===== src/rtl/controle_pc.sv =====
// controle_pc: program-counter sequencer for the 32-bit datapath.
// It owns the PC register and runs the instruction-memory fetch handshake.
// Each fetched word is latched for the decoder. The next PC is chosen from
// the jr, jump, branch and sequential sources, in that order of priority.
// Optional feature: define DELAY_SLOT_EN to add one branch delay slot.
// In that build a taken redirect first executes the instruction at PC+4,
// then moves to the saved target.
module controle_pc #(
    parameter logic [31:0] RESET_PC = 32'h0000_0000
) (
    input  logic        clock,
    input  logic        reset,
    output logic        im_req,
    output logic [31:0] im_addr,
    input  logic        im_ack,
    input  logic [31:0] im_data,
    output logic [31:0] inst,
    output logic        inst_valid,
    output logic [31:0] soma_pc,
    input  logic        exec_done,
    input  logic        stall,
    input  logic        br_taken,
    input  logic [31:0] br_target,
    input  logic        jump,
    input  logic [25:0] jump_idx,
    input  logic        jr,
    input  logic [31:0] jr_target,
    output logic        erro_alin
);

    localparam logic [1:0] IDLE  = 2'd0;
    localparam logic [1:0] FETCH = 2'd1;
    localparam logic [1:0] EXEC  = 2'd2;

    logic [1:0]  state_reg;
    logic [31:0] pc_reg;
    logic [31:0] inst_reg;
    logic        inst_valid_reg;
    logic        erro_alin_reg;

    logic [31:0] soma;
    logic [31:0] target_raw;
    logic [31:0] target_aligned;
    logic        redirect;
    logic        update;
    logic        set_erro;
    logic [31:0] pc_next;

`ifdef DELAY_SLOT_EN
    logic        pending_reg;
    logic [31:0] saved_target_reg;
`endif

    // PC + 4 wraps naturally at 2^32; no overflow indication is needed
    assign soma = pc_reg + 32'd4;

    // Redirect target selection: jr over jump over branch
    always_comb begin
        target_raw = soma;
        redirect   = 1'b0;
        if (jr) begin
            target_raw = jr_target;
            redirect   = 1'b1;
        end else if (jump) begin
            target_raw = {soma[31:28], jump_idx, 2'b00};
            redirect   = 1'b1;
        end else if (br_taken) begin
            target_raw = br_target;
            redirect   = 1'b1;
        end
        target_aligned = {target_raw[31:2], 2'b00};
    end

    // The PC only advances on an EXEC edge that has completion and no hazard hold
    assign update = (state_reg == EXEC) && exec_done && !stall;

    // Next-PC and misalignment detection for the update edge
    always_comb begin
        pc_next  = soma;
        set_erro = 1'b0;
`ifdef DELAY_SLOT_EN
        // During the delay slot the saved target wins and fresh redirects are dropped
        if (pending_reg) begin
            pc_next = saved_target_reg;
        end else if (redirect) begin
            pc_next  = soma;
            set_erro = (target_raw[1:0] != 2'b00);
        end
`else
        if (redirect) begin
            pc_next  = target_aligned;
            set_erro = (target_raw[1:0] != 2'b00);
        end
`endif
    end

    // Sequencer FSM: IDLE -> FETCH <-> EXEC
    always_ff @(posedge clock or posedge reset) begin
        if (reset) begin
            state_reg <= IDLE;
        end else begin
            case (state_reg)
                IDLE:    state_reg <= FETCH;
                FETCH:   if (im_ack) state_reg <= EXEC;
                EXEC:    if (update) state_reg <= FETCH;
                default: state_reg <= IDLE;
            endcase
        end
    end

    // PC register is written only on the EXEC update edge
    always_ff @(posedge clock or posedge reset) begin
        if (reset) begin
            pc_reg <= RESET_PC;
        end else if (update) begin
            pc_reg <= pc_next;
        end
    end

    // Instruction latch and one-cycle valid pulse for the decoder
    always_ff @(posedge clock or posedge reset) begin
        if (reset) begin
            inst_reg       <= 32'd0;
            inst_valid_reg <= 1'b0;
        end else begin
            inst_valid_reg <= 1'b0;
            if (state_reg == FETCH && im_ack) begin
                inst_reg       <= im_data;
                inst_valid_reg <= 1'b1;
            end
        end
    end

    // Sticky misaligned-target flag, cleared only by reset
    always_ff @(posedge clock or posedge reset) begin
        if (reset) begin
            erro_alin_reg <= 1'b0;
        end else if (update && set_erro) begin
            erro_alin_reg <= 1'b1;
        end
    end

`ifdef DELAY_SLOT_EN
    // Pending redirect target held across the delay-slot instruction
    always_ff @(posedge clock or posedge reset) begin
        if (reset) begin
            pending_reg      <= 1'b0;
            saved_target_reg <= 32'd0;
        end else if (update) begin
            if (pending_reg) begin
                pending_reg <= 1'b0;
            end else if (redirect) begin
                pending_reg      <= 1'b1;
                saved_target_reg <= target_aligned;
            end
        end
    end
`endif

    assign im_req     = (state_reg == FETCH);
    assign im_addr    = pc_reg;
    assign soma_pc    = soma;
    assign inst       = inst_reg;
    assign inst_valid = inst_valid_reg;
    assign erro_alin  = erro_alin_reg;

endmodule


===== config.mk =====
export PLATFORM = sky130hd
export DESIGN_NAME = controle_pc
export DESIGN_NICKNAME = d
export VERILOG_FILES = /design/src/rtl/controle_pc.sv
export SDC_FILE = /design/constraint.sdc
export NUM_CORES = 1
export LEC_CHECK = 0
export ABC_AREA = 1
export CELL_PAD_IN_SITES_DETAIL_PLACEMENT = 1
export CELL_PAD_IN_SITES_GLOBAL_PLACEMENT = 1
export CORE_MARGIN = 3
export CORE_UTILIZATION = 24
export DETAILED_ROUTE_END_ITERATION = 8
export PLACE_DENSITY_LB_ADDON = 0.1
export SYNTH_ARGS = -nofsm -noshare
export SYNTH_HDL_FRONTEND = slang
export SYNTH_SLANG_ARGS = --single-unit

===== constraint.sdc =====
create_clock -name clock -period 2 [get_ports clock]
set_input_delay 0.5 -clock clock [delete_from_list [all_inputs] [get_ports clock]]
set_output_delay 0.5 -clock clock [all_outputs]
set_load 0.02 [all_outputs]

==> impl_metrics.yaml, run 1 <==
detailed_routing:
  dr.pass1.iters: 4
  routed.top_layer: "met4"
  drt-total-wl_um: 21400
  wl_met2_um: 11600
  vias: 5473
  drt-met1-wl_um: 8390
  first_iter_violations: 223
  viasPerCell: 4.57
  drc: 0
  post_drt_wl_per_cell_um: 17.8
  ant_nets: 0
  wl_met3_um: 884
logic_synthesis:
  synth_area_leaders: "dfrtp_1 38%, nand2_1 21%, a21oi_1 5.0%, nor2_1 4.6%, inv_1 3.8%"
  avgSynthCellArea_sq_um: 7.06
  ys_ff_latch: 66
  synth.top_cell.area_share_pct: 38.1
  synth_edf_count: 0
  synthCells: 614
  async_reset_ff_share_pct: 100
  synth_ff_type: "dfrtp_1"
  synthesis.area_sq_um: 4340
  netlist-cell-type-count: 42
  synth_area_leader_cell: "dfrtp_1"
  yosysSeqAreaShare_pct: 38.1
  synth_warnings: 0
cts:
  cts.reportedPaths.clkPinSlew_ns: 0.06
  clock_path_buffers: 2
  htree_levels: 3
  cts_tree: "built"
  cts_inserted_buffers: 9
  cts_hold_buf: 0
  clkSinkCount: 66
  worstSkewPairLatency_ns: 0.34
  cts-root-buf: "clkbuf_16"
sta:
  report.final.slew_viol_count: 0
  worst_slack_ns: -0.373
  fin_skew_ns: 0.00786
  fin_setup_tns_ns: -6.61
  max_freq_mhz: 421
  period_needed_ns: 2.37
  period_share_pct: 119
  finalSetupViolations: 27
  rsz0062_at_grt: "true"
  hold_violations: 0
worst_setup_path:
  crit_required_ns: 1.50
  critPathLaunchType: "flop"
  path_cells: "ha_4, nand2_2, nor2_4, nand2_4, buf_6, nor2_4, xor2_2, inv_1, buf_6"
  path_buf_inv: 3
  end_kind: "primary output"
  cp_top_family: "simple AND/OR/NAND/NOR gates"
  cp_slowest_cell: "dfrtp_2"
  worstPathMaxFanout: 5
  critPathKind: "flop to primary output"
  arrival_ns: 1.87
  cp_slowest_stage_delay_ns: 0.39
floorplanning:
  rows: 48
  die_w_um: 140
  initial_core_util_pct: 24.8
  coreArea_sq_um: 17500
  io_pins: 229
  die_h_um: 140
  dieArea_sq_um: 19700
placement:
  port-buffer-count: 224
  dp_slack_ns: -0.494
  hpwl_um: 16200
  globalplace.congestion: 0.866
global_routing:
  antenna_found_initial: 0
  grt_max_degree: 53
  grt_first_pass_wirelength_um: 33000
  grt.overflow.total: 0
  grt_pass1_vias: 6167
  track_usage_pct: 21.2
layout:
  layout.nets: 1099
  diodes: 0
  nFillCells: 2079
  drive_above_1_share_pct: 33.3
  syn2layout_area_growth_pct: 102
  largest_reg_flops: 32
pwr:
  p_per_area_nw_per_um2: 1340
  leakage_nw: 4.13
  peakVddDrop_mv: 0.748
run_status:
  status: "finished with violations"
  violations: "setup timing"
run:
  max_cap_viol_count: 0
hold_path:
  hp-class: "flop to flop"
## cell families after synthesis
| logic type | synth area share, % |
|---|---|
| AOI/OAI and AO/OA | 12.2 |
| xor gates and xnor gates | 5.48 |
| adders and majority gates | 0.289 |
| buffers and inverters | 7.82 |
| DFF | 38.1 |
| other | 0.0865 |
| and+or+nand+nor | 36.1 |
## cells in the final DEF, fill, tap and decap left out, types with 6 or more instances in the layout
cell type,instances
inv_1,38
buf_6,43
nor2_1,34
nand2_2,31
buf_12,7
xor2_2,12
buf_4,122
dfrtp_2,6
nand2_4,7
inv_2,7
nand3_1,8
nand2_1,216
dlygate4sd2_1,21
nor2_4,26
clkbuf_16,9
o211ai_1,8
a21oi_1,42
nor2_2,12
dfrtp_1,60
clkdlybuf4s50_1,168
o21ai_0,19
## worst paths after layout
kind,start,to,slack [ns],cells after the start
setup / recovery,im_addr[3]$_DFFE_PP0P_,soma_pc[14],-0.37,9
hold / removal,erro_alin$_DFFE_PP0P_,erro_alin$_DFFE_PP0P_,0.46,1
setup reg to reg,im_addr[3]$_DFFE_PP0P_,im_addr[14]$_DFFE_PP0P_,-0.15,14
hold reg to reg,erro_alin$_DFFE_PP0P_,erro_alin$_DFFE_PP0P_,0.46,1
max in group asynchronous,reset,im_addr[14]$_DFFE_PP0P_,1.10,3
min in group asynchronous,reset,inst[8]$_DFFE_PP0P_,0.57,3
## layout make-up
class	count	area (sq um)	area share, %
timing repair buffer	370	3490	39.8
multi-input combinational	474	2880	32.8
sequential	66	1660	18.9
tap	225	282	3.21
clock buffer	10	239	2.72
inverter	47	184	2.10
clock inverter	6	40.0	0.456
## synthesized netlist by cell type, drive strengths merged, types with 2 or more instances
| cell type | instances |
|---|---|
| xor2 | 16 |
| xnor2 | 6 |
| inv | 47 |
| nand3 | 16 |
| clkbuf | 10 |
| o211ai | 8 |
| o221ai | 4 |
| nor2 | 72 |
| a22o | 2 |
| nor3 | 10 |
| a21oi | 44 |
| nand2 | 254 |
| a22oi | 4 |
| o21ai | 25 |
| dfrtp | 66 |
| buf | 20 |
## routing by layer
metal | vias to the layer above | global-route usage [%]
met4 | 0 | 7.19
met5 | - | 0
li1 | 2620 | -
met3 | 28 | 3.82
met2 | 133 | 39.2
met1 | 2692 | 24.5
## worst reg2reg max path, stage by stage, from the launching register on
cell     delay (ns)
dfrtp_2        0.39
ha_4           0.16
nand2_2        0.07
nor2_4         0.11
nand2_4        0.12
buf_6          0.15
nor2_4         0.14
xor2_2         0.09
buf_4          0.14
buf_4          0.12
buf_4          0.12
buf_4          0.12
buf_4          0.12
buf_4          0.12
o21ai_2        0.09
## report_power, final
group | internal [mW] | switching (mW)
combinational | 3.71 | 3.96
clock | 0.874 | 0.659
sequential | 1.99 | 0.534
## per-stage QoR
| step | cells | area (sq um) | hold slack (ns) | utilization (%) | total power, mW |
|---|---|---|---|---|---|
| after floorplan | 617 | 4370 | 0.526 | - | 5.40 |
| after global placement | 1142 | 7600 | 0.452 | 43.5 | 9.05 |
| after detailed placement | 1142 | 7600 | 0.455 | 43.5 | 9.18 |
| after CTS | 1189 | 8380 | 0.469 | 48.0 | 11.3 |
| after global routing | 1198 | 8770 | 0.499 | 50.2 | 12.5 |
| final | 1198 | 8770 | 0.464 | 50.2 | 11.7 |
## what timing repair did
item	4_1_cts	5_1_grt
pin swaps	29	41
buffers inserted	32	16
setup endpoints to repair	45	40
resized for setup	236	81
No activity file was read; power rests on OpenSTA's default activity.
==> inputs of run 2 (changes only) <==
Settings changed: CTS_BUF_LIST set to sky130_fd_sc_hd__clkbuf_16, CTS_CLUSTER_SIZE set to 28, SETUP_SLACK_MARGIN set to 0.2.
==> run 2 against run 1 <==
Against the previous run:
- the run still ends with setup timing left
- global-route usage is 0.31 points higher
- largest cell class unchanged
- critical path depth is 1 higher
- clock-buffer cell count down 1
- total power grew 0.71%
- setup slack got worse by 0.011 ns
- largest power group unchanged
- wire length rose by 2.1%
- combinational power fell by 3.0%
- hold slack improved by 0.011 ns
- critical endpoint is now soma_pc[28]
- register-to-register slack improved by 0.14 ns
==> impl_metrics.yaml, run 2 (same netlist as run 1, synthesis figures left out) <==
layout:
  drive_above_1_share_pct: 36.3
  largest_reg_flops: 32
  multi_input_area_sq_um: 2930
  nFillCells: 2063
  mostFrequentLayoutCell: "nand2_1"
  syn2layout_area_growth_pct: 104
  fin_cells: 1201
  diodes: 0
  final_cell_mix: "215 x nand2_1, 124 x clkdlybuf4s50_1, 112 x buf_4"
  seq_area_sq_um: 1670
  layout.nets: 1102
  final_area_sq_um: 8860
detailed_routing:
  drc: 0
  vias: 5514
  viasPerCell: 4.59
  first_iter_violations: 176
  drt-total-wl_um: 21800
  post_drt_wl_per_cell_um: 18.2
  dr.pass1.iters: 4
  ant_nets: 0
pwr:
  comb_power_share_pct: 63.0
  clock_power_share_pct: 15.0
  p_per_area_nw_per_um2: 1330
  peakVddDrop_mv: 0.729
  leakage_nw: 4.26
  p_sw_mw: 5.24
  p_int_mw: 6.56
  p_sw_share_pct: 44.4
  seqPwrFrac_pct: 22.0
global_routing:
  grt_pass1_vias: 6226
  antenna_found_initial: 0
  grt_first_pass_wirelength_um: 33900
  grt.overflow.total: 0
  track_usage_pct: 21.5
  grt_max_degree: 27
cts:
  cts_tree: "built"
  htree_levels: 3
  clkSinkCount: 66
  clock_path_buffers: 2
  worstSkewPairLatency_ns: 0.34
  cts-root-buf: "clkbuf_16"
  cts_inserted_buffers: 9
  cts_hold_buf: 0
  cts.reportedPaths.clkPinSlew_ns: 0.06
floorplanning:
  coreArea_sq_um: 17500
  rows: 48
  die_w_um: 140
  initial_core_util_pct: 24.8
  io_pins: 229
  die_h_um: 140
  dieArea_sq_um: 19700
placement:
  placed_cells: 1139
  dp_slack_ns: -0.386
  globalplace.congestion: 0.873
  port-buffer-count: 224
  placed_cell_area_sq_um: 7660
  hpwl_um: 16500
worst_setup_path:
  path_cells: "ha_4, nand2_4, nor2_4, nand2_4, buf_6, nor2_4, nand2_2, nand2_2, nand2_2, buf_6"
  worstPathMaxFanout: 6
  path_buf_inv: 2
  cp_slowest_stage_delay_ns: 0.40
  cp_top_family: "simple AND/OR/NAND/NOR gates"
  critPathKind: "flop to primary output"
  crit_required_ns: 1.50
  arrival_ns: 1.88
  cp_slowest_cell: "dfrtp_2"
  end_kind: "primary output"
  critPathLaunchType: "flop"
  critical_path.most_common_cell: "nand2_2"
sta:
  finalSetupViolations: 29
  rsz0062_at_grt: "true"
  period_needed_ns: 2.38
  hold_violations: 0
  timing.hold.ws_ns: 0.475
  period_share_pct: 119
  fin_setup_tns_ns: -6.64
  worst_slack_ns: -0.384
  max_freq_mhz: 420
  report.final.slew_viol_count: 0
  fin_skew_ns: 0.00761
run:
  max_cap_viol_count: 0
run_status:
  violations: "setup timing"
  status: "finished with violations"
hold_path:
  hp-class: "flop to flop"
-- run 2: cell types whose count changed in the layout (fill, tap and decap cells not counted), moves of 5 or more --
cell and delta:
clkdlybuf4s50_1 -44, dlygate4sd2_1 +28, buf_6 +14, buf_4 -10
dfrtp_1 -10, dfrtp_2 +10, buf_2 +5, clkbuf_2 +5
-- run 2: what timing repair did --
action,CTS,global route
endpoints found under the setup margin,110,67
gates resized for setup,328,77
cloned,1,0
setup buffers,33,12
pin swaps,39,38
-- run 2: worst paths after layout --
check / start / to / slack (ns) / cells past startpoint
worst min register to register: erro_alin$_DFFE_PP0P_ / erro_alin$_DFFE_PP0P_ / 0.47 / 1
worst max register to register: im_addr[2]$_DFFE_PP0P_ / im_addr[20]$_DFFE_PP0P_ / -0.01 / 13
worst min-delay path: erro_alin$_DFFE_PP0P_ / erro_alin$_DFFE_PP0P_ / 0.47 / 1
worst max-delay path: im_addr[2]$_DFFE_PP0P_ / soma_pc[28] / -0.38 / 10
max in group asynchronous: reset / inst[31]$_DFFE_PP0P_ / 0.97 / 3
min in group asynchronous: reset / im_addr[30]$_DFFE_PP0P_ / 0.52 / 2
-- run 2: cell type report --
cell class                      count  share of cell area, %
Timing Repair inverter              1                 0.0847
Timing Repair Buffer              372                   39.1
Tap cell                          225                   3.18
Inverter                           47                   2.09
Clock inverter                      7                   1.14
Sequential cell                    66                   18.9
Multi-Input combinational cell    474                   33.0
Clock buffer                        9                   2.54
-- run 2: power by group through the flow --
stage	Clock, mW	Sequential (mW)	Combinational (mW)
floorplan	0	3.39	2.16
global placement	0	2.49	6.69
detailed placement	0	2.53	6.79
CTS	1.81	2.55	7.10
global route	1.90	2.68	8.00
finish	1.77	2.59	7.44
-- run 2: per-layer routing --
metal / vias up / global-route usage [%] / part of all wire [%]
li1: 2633 / - / -
met3: 30 / 4.78 / 4.4
met1: 2716 / 24.5 / 39
met2: 135 / 40.8 / 55
met5: - / 0 / 0
met4: 0 / 4.79 / 2.2
-- run 2: metrics by stage --
| step | total power [mW] | util (%) |
|---|---|---|
| after detailed placement | 9.33 | 43.8 |
| after floorplan | 5.55 | - |
| final | 11.8 | 50.7 |
| after global routing | 12.6 | 50.7 |
| after CTS | 11.5 | 48.9 |
| after global placement | 9.18 | 43.8 |
==> inputs of run 3 (changes only) <==
Settings changed: CAP_MARGIN set to 0, HOLD_SLACK_MARGIN set to 0.05.
==> results of run 3 <==
No change in the layout: final DEF, timing and power equal those of run 2.
